### config.mk
export PLATFORM = sky130hd
export DESIGN_NAME = mig_sweep_ctrl
export DESIGN_NICKNAME = d
export VERILOG_FILES = /design/src/rtl/mig_sweep_ctrl.sv
export SDC_FILE = /design/constraint.sdc
export NUM_CORES = 1
export LEC_CHECK = 0
export CAP_MARGIN = 10
export CORE_ASPECT_RATIO = 1.2
export CORE_MARGIN = 1
export CORE_UTILIZATION = 50
export CTS_BUF_LIST = sky130_fd_sc_hd__clkbuf_4 sky130_fd_sc_hd__clkbuf_8 sky130_fd_sc_hd__clkbuf_16
export DETAILED_ROUTE_END_ITERATION = 12
export PLACE_DENSITY = 0.78
export SLEW_MARGIN = 40
export SYNTH_ARGS = -nofsm -noshare
export SYNTH_HDL_FRONTEND = slang
export SYNTH_SLANG_ARGS = --single-unit
### constraint.sdc
create_clock -name clk -period 2 [get_ports clk]
set_input_delay 0.4 -clock clk [delete_from_list [all_inputs] [get_ports clk]]
set_output_delay 0.4 -clock clk [all_outputs]
set_load 0.02 [all_outputs]
### src/rtl/mig_sweep_ctrl.sv
`default_nettype none
// ============================================================================
// Module      : mig_sweep_ctrl
// Description : Walks a 4-input function through all 16 minterms and captures
//               its output as a 16-bit truth table. Optional compare against
//               an expected table when TT_COMPARE_EN is defined.
// Revision    : 1.0 - initial release
// ============================================================================
module mig_sweep_ctrl #(
    parameter int SETTLE_CYCLES = 1
) (
    input  logic        clk,
    input  logic        rst_n,
    input  logic        start,
    input  logic        abort,
    output logic [3:0]  x_o,
    input  logic        y_i,
    output logic [15:0] tt_o,
    output logic        busy,
    output logic        done,
    output logic        valid
`ifdef TT_COMPARE_EN
    ,
    input  logic [15:0] exp_tt,
    output logic        match,
    output logic [3:0]  mis_idx
`endif
);

    localparam logic [1:0] c_st_idle  = 2'd0;
    localparam logic [1:0] c_st_sweep = 2'd1;
    localparam logic [1:0] c_st_done  = 2'd2;
    localparam logic [3:0] c_settle   = 4'(SETTLE_CYCLES);

    logic [1:0]  r_state;
    logic [1:0]  w_state_nxt;
    logic [3:0]  r_m;
    logic [3:0]  r_s;
    logic [15:0] r_tt;
    logic        r_valid;
    logic        w_accept;
    logic        w_sample;
    logic        w_last;

    // abort outranks both a start in IDLE and a sample in SWEEP
    assign w_accept = (r_state == c_st_idle) && start && !abort;
    assign w_sample = (r_state == c_st_sweep) && !abort && (r_s == c_settle);
    assign w_last   = w_sample && (r_m == 4'hF);

    always_ff @(posedge clk or negedge rst_n) begin
        if (!rst_n) begin
            r_state <= c_st_idle;
        end else begin
            r_state <= w_state_nxt;
        end
    end

    always_comb begin
        w_state_nxt = r_state;
        case (r_state)
            c_st_idle:  if (w_accept) w_state_nxt = c_st_sweep;
            c_st_sweep: begin
                if (abort)       w_state_nxt = c_st_idle;
                else if (w_last) w_state_nxt = c_st_done;
            end
            c_st_done:  w_state_nxt = c_st_idle;
            default:    w_state_nxt = c_st_idle;
        endcase
    end

    always_comb begin
        busy = 1'b0;
        done = 1'b0;
        x_o  = 4'h0;
        case (r_state)
            c_st_sweep: begin
                busy = 1'b1;
                x_o  = r_m;
            end
            c_st_done:  done = 1'b1;
            default: ;
        endcase
    end

    always_ff @(posedge clk or negedge rst_n) begin
        if (!rst_n) begin
            r_m <= 4'h0;
            r_s <= 4'h0;
        end else if (w_accept) begin
            r_m <= 4'h0;
            r_s <= 4'h0;
        end else if ((r_state == c_st_sweep) && !abort) begin
            if (r_s == c_settle) begin
                r_s <= 4'h0;
                r_m <= r_m + 4'd1;
            end else begin
                r_s <= r_s + 4'd1;
            end
        end
    end

    // Unsampled bits keep their old contents, including across an abort.
    always_ff @(posedge clk or negedge rst_n) begin
        if (!rst_n) begin
            r_tt <= 16'h0000;
        end else if (w_sample) begin
            r_tt[r_m] <= y_i;
        end
    end

    always_ff @(posedge clk or negedge rst_n) begin
        if (!rst_n) begin
            r_valid <= 1'b0;
        end else if (abort || w_accept) begin
            r_valid <= 1'b0;
        end else if (w_last) begin
            r_valid <= 1'b1;
        end
    end

    assign tt_o  = r_tt;
    assign valid = r_valid;

`ifdef TT_COMPARE_EN
    logic [15:0] w_diff;
    logic [3:0]  w_first;
    logic        r_match;
    logic [3:0]  r_mis_idx;

    assign w_diff = r_tt ^ exp_tt;

    always_comb begin
        w_first = 4'h0;
        for (int i = 15; i >= 0; i--) begin
            if (w_diff[i]) w_first = 4'(i);
        end
    end

    always_ff @(posedge clk or negedge rst_n) begin
        if (!rst_n) begin
            r_match   <= 1'b0;
            r_mis_idx <= 4'h0;
        end else begin
            r_match   <= r_valid && (w_diff == 16'h0000);
            r_mis_idx <= (r_valid && (w_diff != 16'h0000)) ? w_first : 4'h0;
        end
    end

    assign match   = r_match;
    assign mis_idx = r_mis_idx;
`endif

endmodule
`default_nettype wire

## Word level (Yosys, flattened, before mapping)

Cells that the tools add are included.

| word-level totals | value |
|---|---|
| input bits | 5 |
| logic and storage cells | 47 |
| flip-flop bits (word level) | 27 |

| cells by class | value |
|---|---|
| reductions and logical operators | 14 |
| order comparisons | 2 |
| eq/ne operators | 6 |
| add/sub/neg operators | 2 |
| mux-type cells | 18 |

Operators with widths:

| operator | number |
|---|---|
| 4-bit 2-to-1 mux | 7 |
| 16-bit bitwise mux | 1 |
| 4-bit by 1-bit adder with 4-bit output, second input constant | 2 |
| 1-bit logical AND | 6 |
| 2-bit 2-to-1 mux | 3 |
| 2-bit nonzero test | 3 |
| 4-bit by 5-bit < comparator with 1-bit output, second input constant | 1 |
| 1-bit 2-to-1 mux | 5 |
| 1-bit demux with 4-bit select | 1 |
| 4-bit by 1-bit == test with 1-bit output, second input constant | 1 |
| 4-bit == test, second input constant | 1 |
| 4-bit by 1-bit greater-or-equal comparator with 1-bit output, second input constant | 1 |
| 2-bit case mux with 2 select lines | 1 |
| 2-bit AND reduction | 2 |
| 3-bit inequality test, second input constant | 1 |
| 2-bit by 1-bit == test with 1-bit output, second input constant | 1 |
| 2-bit == test, second input constant | 1 |
| 2-bit logical NOT | 1 |
| 2-bit inequality test, second input constant | 1 |
| 1-bit logical NOT | 1 |
| 1-bit logical OR | 1 |

## Depth between registers and ports, before layout

| logic depth | value |
|---|---|
| depth after elaboration | 7 |
| gate-level depth with buffers | 6 |

## Worst setup path after synthesis

Ideal clock, no wire load.

| path | value |
|---|---|
| kind | register to register |
| start point | reg r_s[1] |
| end point | reg r_tt[10] (netlist: tt_o[10]) |
| arrival | 1.514 ns |
| path buffers | 1 |
| setup slack | 0.361 ns |
| stages on the path, launching flop included | 7 |
| cells stage by stage | dfrtp_1 -> inv_1 -> ha_1 -> nor3b_2 -> buf_2 -> nand4_1 -> mux2_2 |

| between the ends | value |
|---|---|
| longest elaborated chain between the ends | 2 |

Ends and longest elaborated chain:

| element | line | text |
|---|---|---|
| from (decl) | 38 | `logic [3:0] r_s;` |
| from (signal assigned) | 97 | `r_s <= r_s + 4'd1;` |
| 4-bit by 1-bit == test with 1-bit output | 47 | `assign w_sample = (r_state == c_st_sweep) && !abort && (r_s == c_settle);` |
| 1-bit logical AND | 47 |  |
| to (signal, indexed assignment) | 107 | `r_tt[r_m] <= y_i;` |
| to (decl) | 39 | `logic [15:0] r_tt;` |

No other way between the ends.
A chain may end at the register's enable or synchronous reset.

## Final worst setup path

| path | value |
|---|---|
| start point | reg r_state[1] |
| end point | out x_o[3] |

| between the ends | value |
|---|---|
| longest elaborated chain between the ends | 2 |

Ends and longest elaborated chain:

| element | line | text |
|---|---|---|
| from (decl) | 35 | `logic [1:0] r_state;` |
| from (signal assigned) | 52 | `r_state <= c_st_idle;` |
| from (signal assigned) | 54 | `r_state <= w_state_nxt;` |
| 2-bit by 1-bit == test with 1-bit output | 75 | `case (r_state)` |
| 4-bit 2-to-1 mux | 75 |  |
| to (decl) | 16 | `output logic [3:0] x_o,` |

No other way between the ends.

==> results by group <==
Cells and area
  – Final net count: 167
  – Util after Layout: 67.8%
  – Number of diodes: 0
  – Finished Layout Cells: 188
  – Commonest cells after routing, fill and taps aside: 27 x dfrtp_1, 21 x clkdlybuf4s50_1, 16 x mux2_2
  – Share of cells above drive strength 1: 21.3%
  – Synthesis-to-layout area growth: 26.0%
  – Most common cell after layout, fill and taps aside: dfrtp_1

Global routing
  – Largest net degree at the start of global routing: 28
  – First-pass GRT wire length: 4.60 mm
  – Grt total ovfl: 0
  – GRT Total Usage: 20.9%
  – Initial antenna violation count: 0
  – Vias in the first global route: 1014

Timing
  – Pins over their slew limit: 0
  – Max Freq: 556 MHz
  – Tmin final: 1.80 ns
  – Final setup fails: 0
  – Worst-margin pin slew: 0.444 ns
  – Hold slack final: 0.416 ns
  – Setup TNS: 0 ns
  – Setup Skew: 0.00630 ns
  – Crit share post-route: 89.9%
  – RSZ-0062 raised after global routing: false
  – Hold Fails Final Rpt: 0
  – Max-slew headroom: 70.3%

Yosys
  – Top_reg_cell synth: dfrtp_1
  – Synth Net Count: 134
  – Number of flops mapped to enable cells by yosys: 0
  – Syn_area_per_cell: 11.3 um2
  – Post-synthesis async set-or-reset flop share: 100%
  – Yosys warns: 0
  – Largest area contributor in the netlist: dfrtp_1
  – Yosys reg bits: 27
  – Post-Syn Area: 1390 um2
  – Yosys top cell area share: 48.7%
  – Top post-synthesis cells by area: dfrtp_1 49%, mux2_2 13%, ha_1 5.4%
  – Yosys cell types: 32
  – Synth Instances: 123
  – Sequential fraction of the synthesis area: 48.7%

Setup path
  – WP data required: 1.60 ns
  – CP endpoint: x_o[3]
  – Crit end category: output pin
  – Critical Path AT: 1.40 ns
  – Reg2Reg Launch Point: r_s[1]
  – Internal reg-to-reg setup slack: 0.28 ns
  – Setup Crit Path Kind: flop to output pin
  – R2R depth: 5
  – Critical path startpoint: r_state[1]
  – Worst-path fanout max: 5
  – Startpoint types: flop
  – Reg2reg end: tt_o[15]

CTS
  – Clock Tree Root: clkbuf_4
  – CTS tree: yes
  – H-tree Lvls: 1
  – Clk Latency, worst-skew pair: 0.33 ns
  – CTS Sinks: 27
  – Clock transition at path regs: 0.14 ns
  – Max Buffers Root-to-Sink: 2
  – Num CTS Buffers: 3

Run status
  – Status: finished clean

Detailed routing
  – DR WL/cell: 14.5 um
  – Starting DRC count in detailed routing: 12
  – Remaining DRCs: 0
  – Initial DRT Pass Iterations: 4
  – Vias per std cell: 5.57
  – Vias post-DR: 1048
  – Routed WL: 2.72 mm
  – ANT nets after route: 0

Placement
  – Placed instance count: 184
  – Post-detail-place hpwl: 1.96 mm
  – Number of port buffers: 27
  – Routability Congestion: 0.767

Floorplanning
  – Die Span Y: 59.7 um
  – Die Wd: 50.1 um
  – Ports: 28
  – DIE AREA: 2990 um2
  – Initial Util: 53.8%
  – Core area: 2580 um2
  – # rows: 20

Job
  – Max Cap Viol: 0

Power
  – Total chip power: 1.09 mW
  – Maximum vdd drop: 510 uV
  – Power Density: 626 nW/um2
  – Leakage: 0.814 nW

Worst hold path
  – Worst Hold Class: input pin to async pin
-- metal layers --
metal / up-vias / wire length, um / GRT usage, %
met2: 27 / 1360 / 36.2
met4: 0 / 50 / 10.6
met1: 505 / 1190 / 25.2
met5: - / 0 / 0
met3: 5 / 121 / 3.31
li1: 511 / - / -
-- worst max-delay path, cell delays in order (launching register included) --
cell and delay, ns:
dfrtp_1 0.41, nor2b_2 0.18, and2_1 0.15, dlygate4sd2_1 0.32
-- metrics by stage --
stage / setup slack [ns] / cell area [um2]
final: 0.201 / 1750
after global routing: 0.0911 / 1750
after CTS: 0.0276 / 1740
after detailed placement: -0.000678 / 1720
after global placement: 0.0419 / 1720
after floorplan: 0.361 / 1390
-- cell type report --
class                           instances  area (um2)
Clock buffer                            3        22.5
Clock inverter                          1        7.51
Fill cell                             209         831
Inverter                                5        18.8
Multi-Input combinational cell         85         662
Sequential cell                        27         676
Tap cell                               33        41.3
Timing Repair Buffer                   34         319
-- how the worst min path moves through the flow --
| stage | from | to |
|---|---|---|
| detailed placement | valid | valid |
| CTS | rst_n | r_m[3] |
| finish | rst_n | tt_o[7] |
| global placement | valid | valid |
| global route | rst_n | tt_o[3] |
| floorplan | rst_n | r_m[0] |
-- Yosys cell counts, drive strengths merged (3+ instances only) --
| library cell | number |
|---|---|
| and2 | 5 |
| nand3 | 7 |
| mux2 | 16 |
| nor2 | 4 |
| dfrtp | 27 |
| a21oi | 6 |
| buf | 4 |
| o21ai | 4 |
| nand4 | 12 |
| nor2b | 3 |
| ha | 6 |
| or3 | 3 |
| inv | 5 |
-- timing repair --
item                                    4_1_cts  5_1_grt
endpoints found under the setup margin        6        1
gates resized for setup                       6        1
hold buffers                                  0        0
buffers inserted                              0        0
-- flip-flops by register name, summed over array words and instances (netlist names) --
name,count
r_m,4
r_state,2
valid,1
r_s,4
tt_o,16
-- report_power, final --
group / leakage, nW / switching, mW / internal [mW]
sequential: 0.372 / 0.0312 / 0.580
combinational: 0.428 / 0.135 / 0.108
clock: 0.0139 / 0.163 / 0.0768
-- logic make-up after synthesis --
kind of cell             count (synthesis)  share of synthesized area, %
adder cells (fa/ha/maj)                  6                          5.42
multiplexers                            17                          13.7
AND/OR/NAND/NOR                         47                          21.6
buffers and inverters                   11                          3.70
flip-flops                              27                          48.7
AO/OA/AOI/OAI                           15                          6.86
Note: power is estimated with default switching activity, not from simulation.
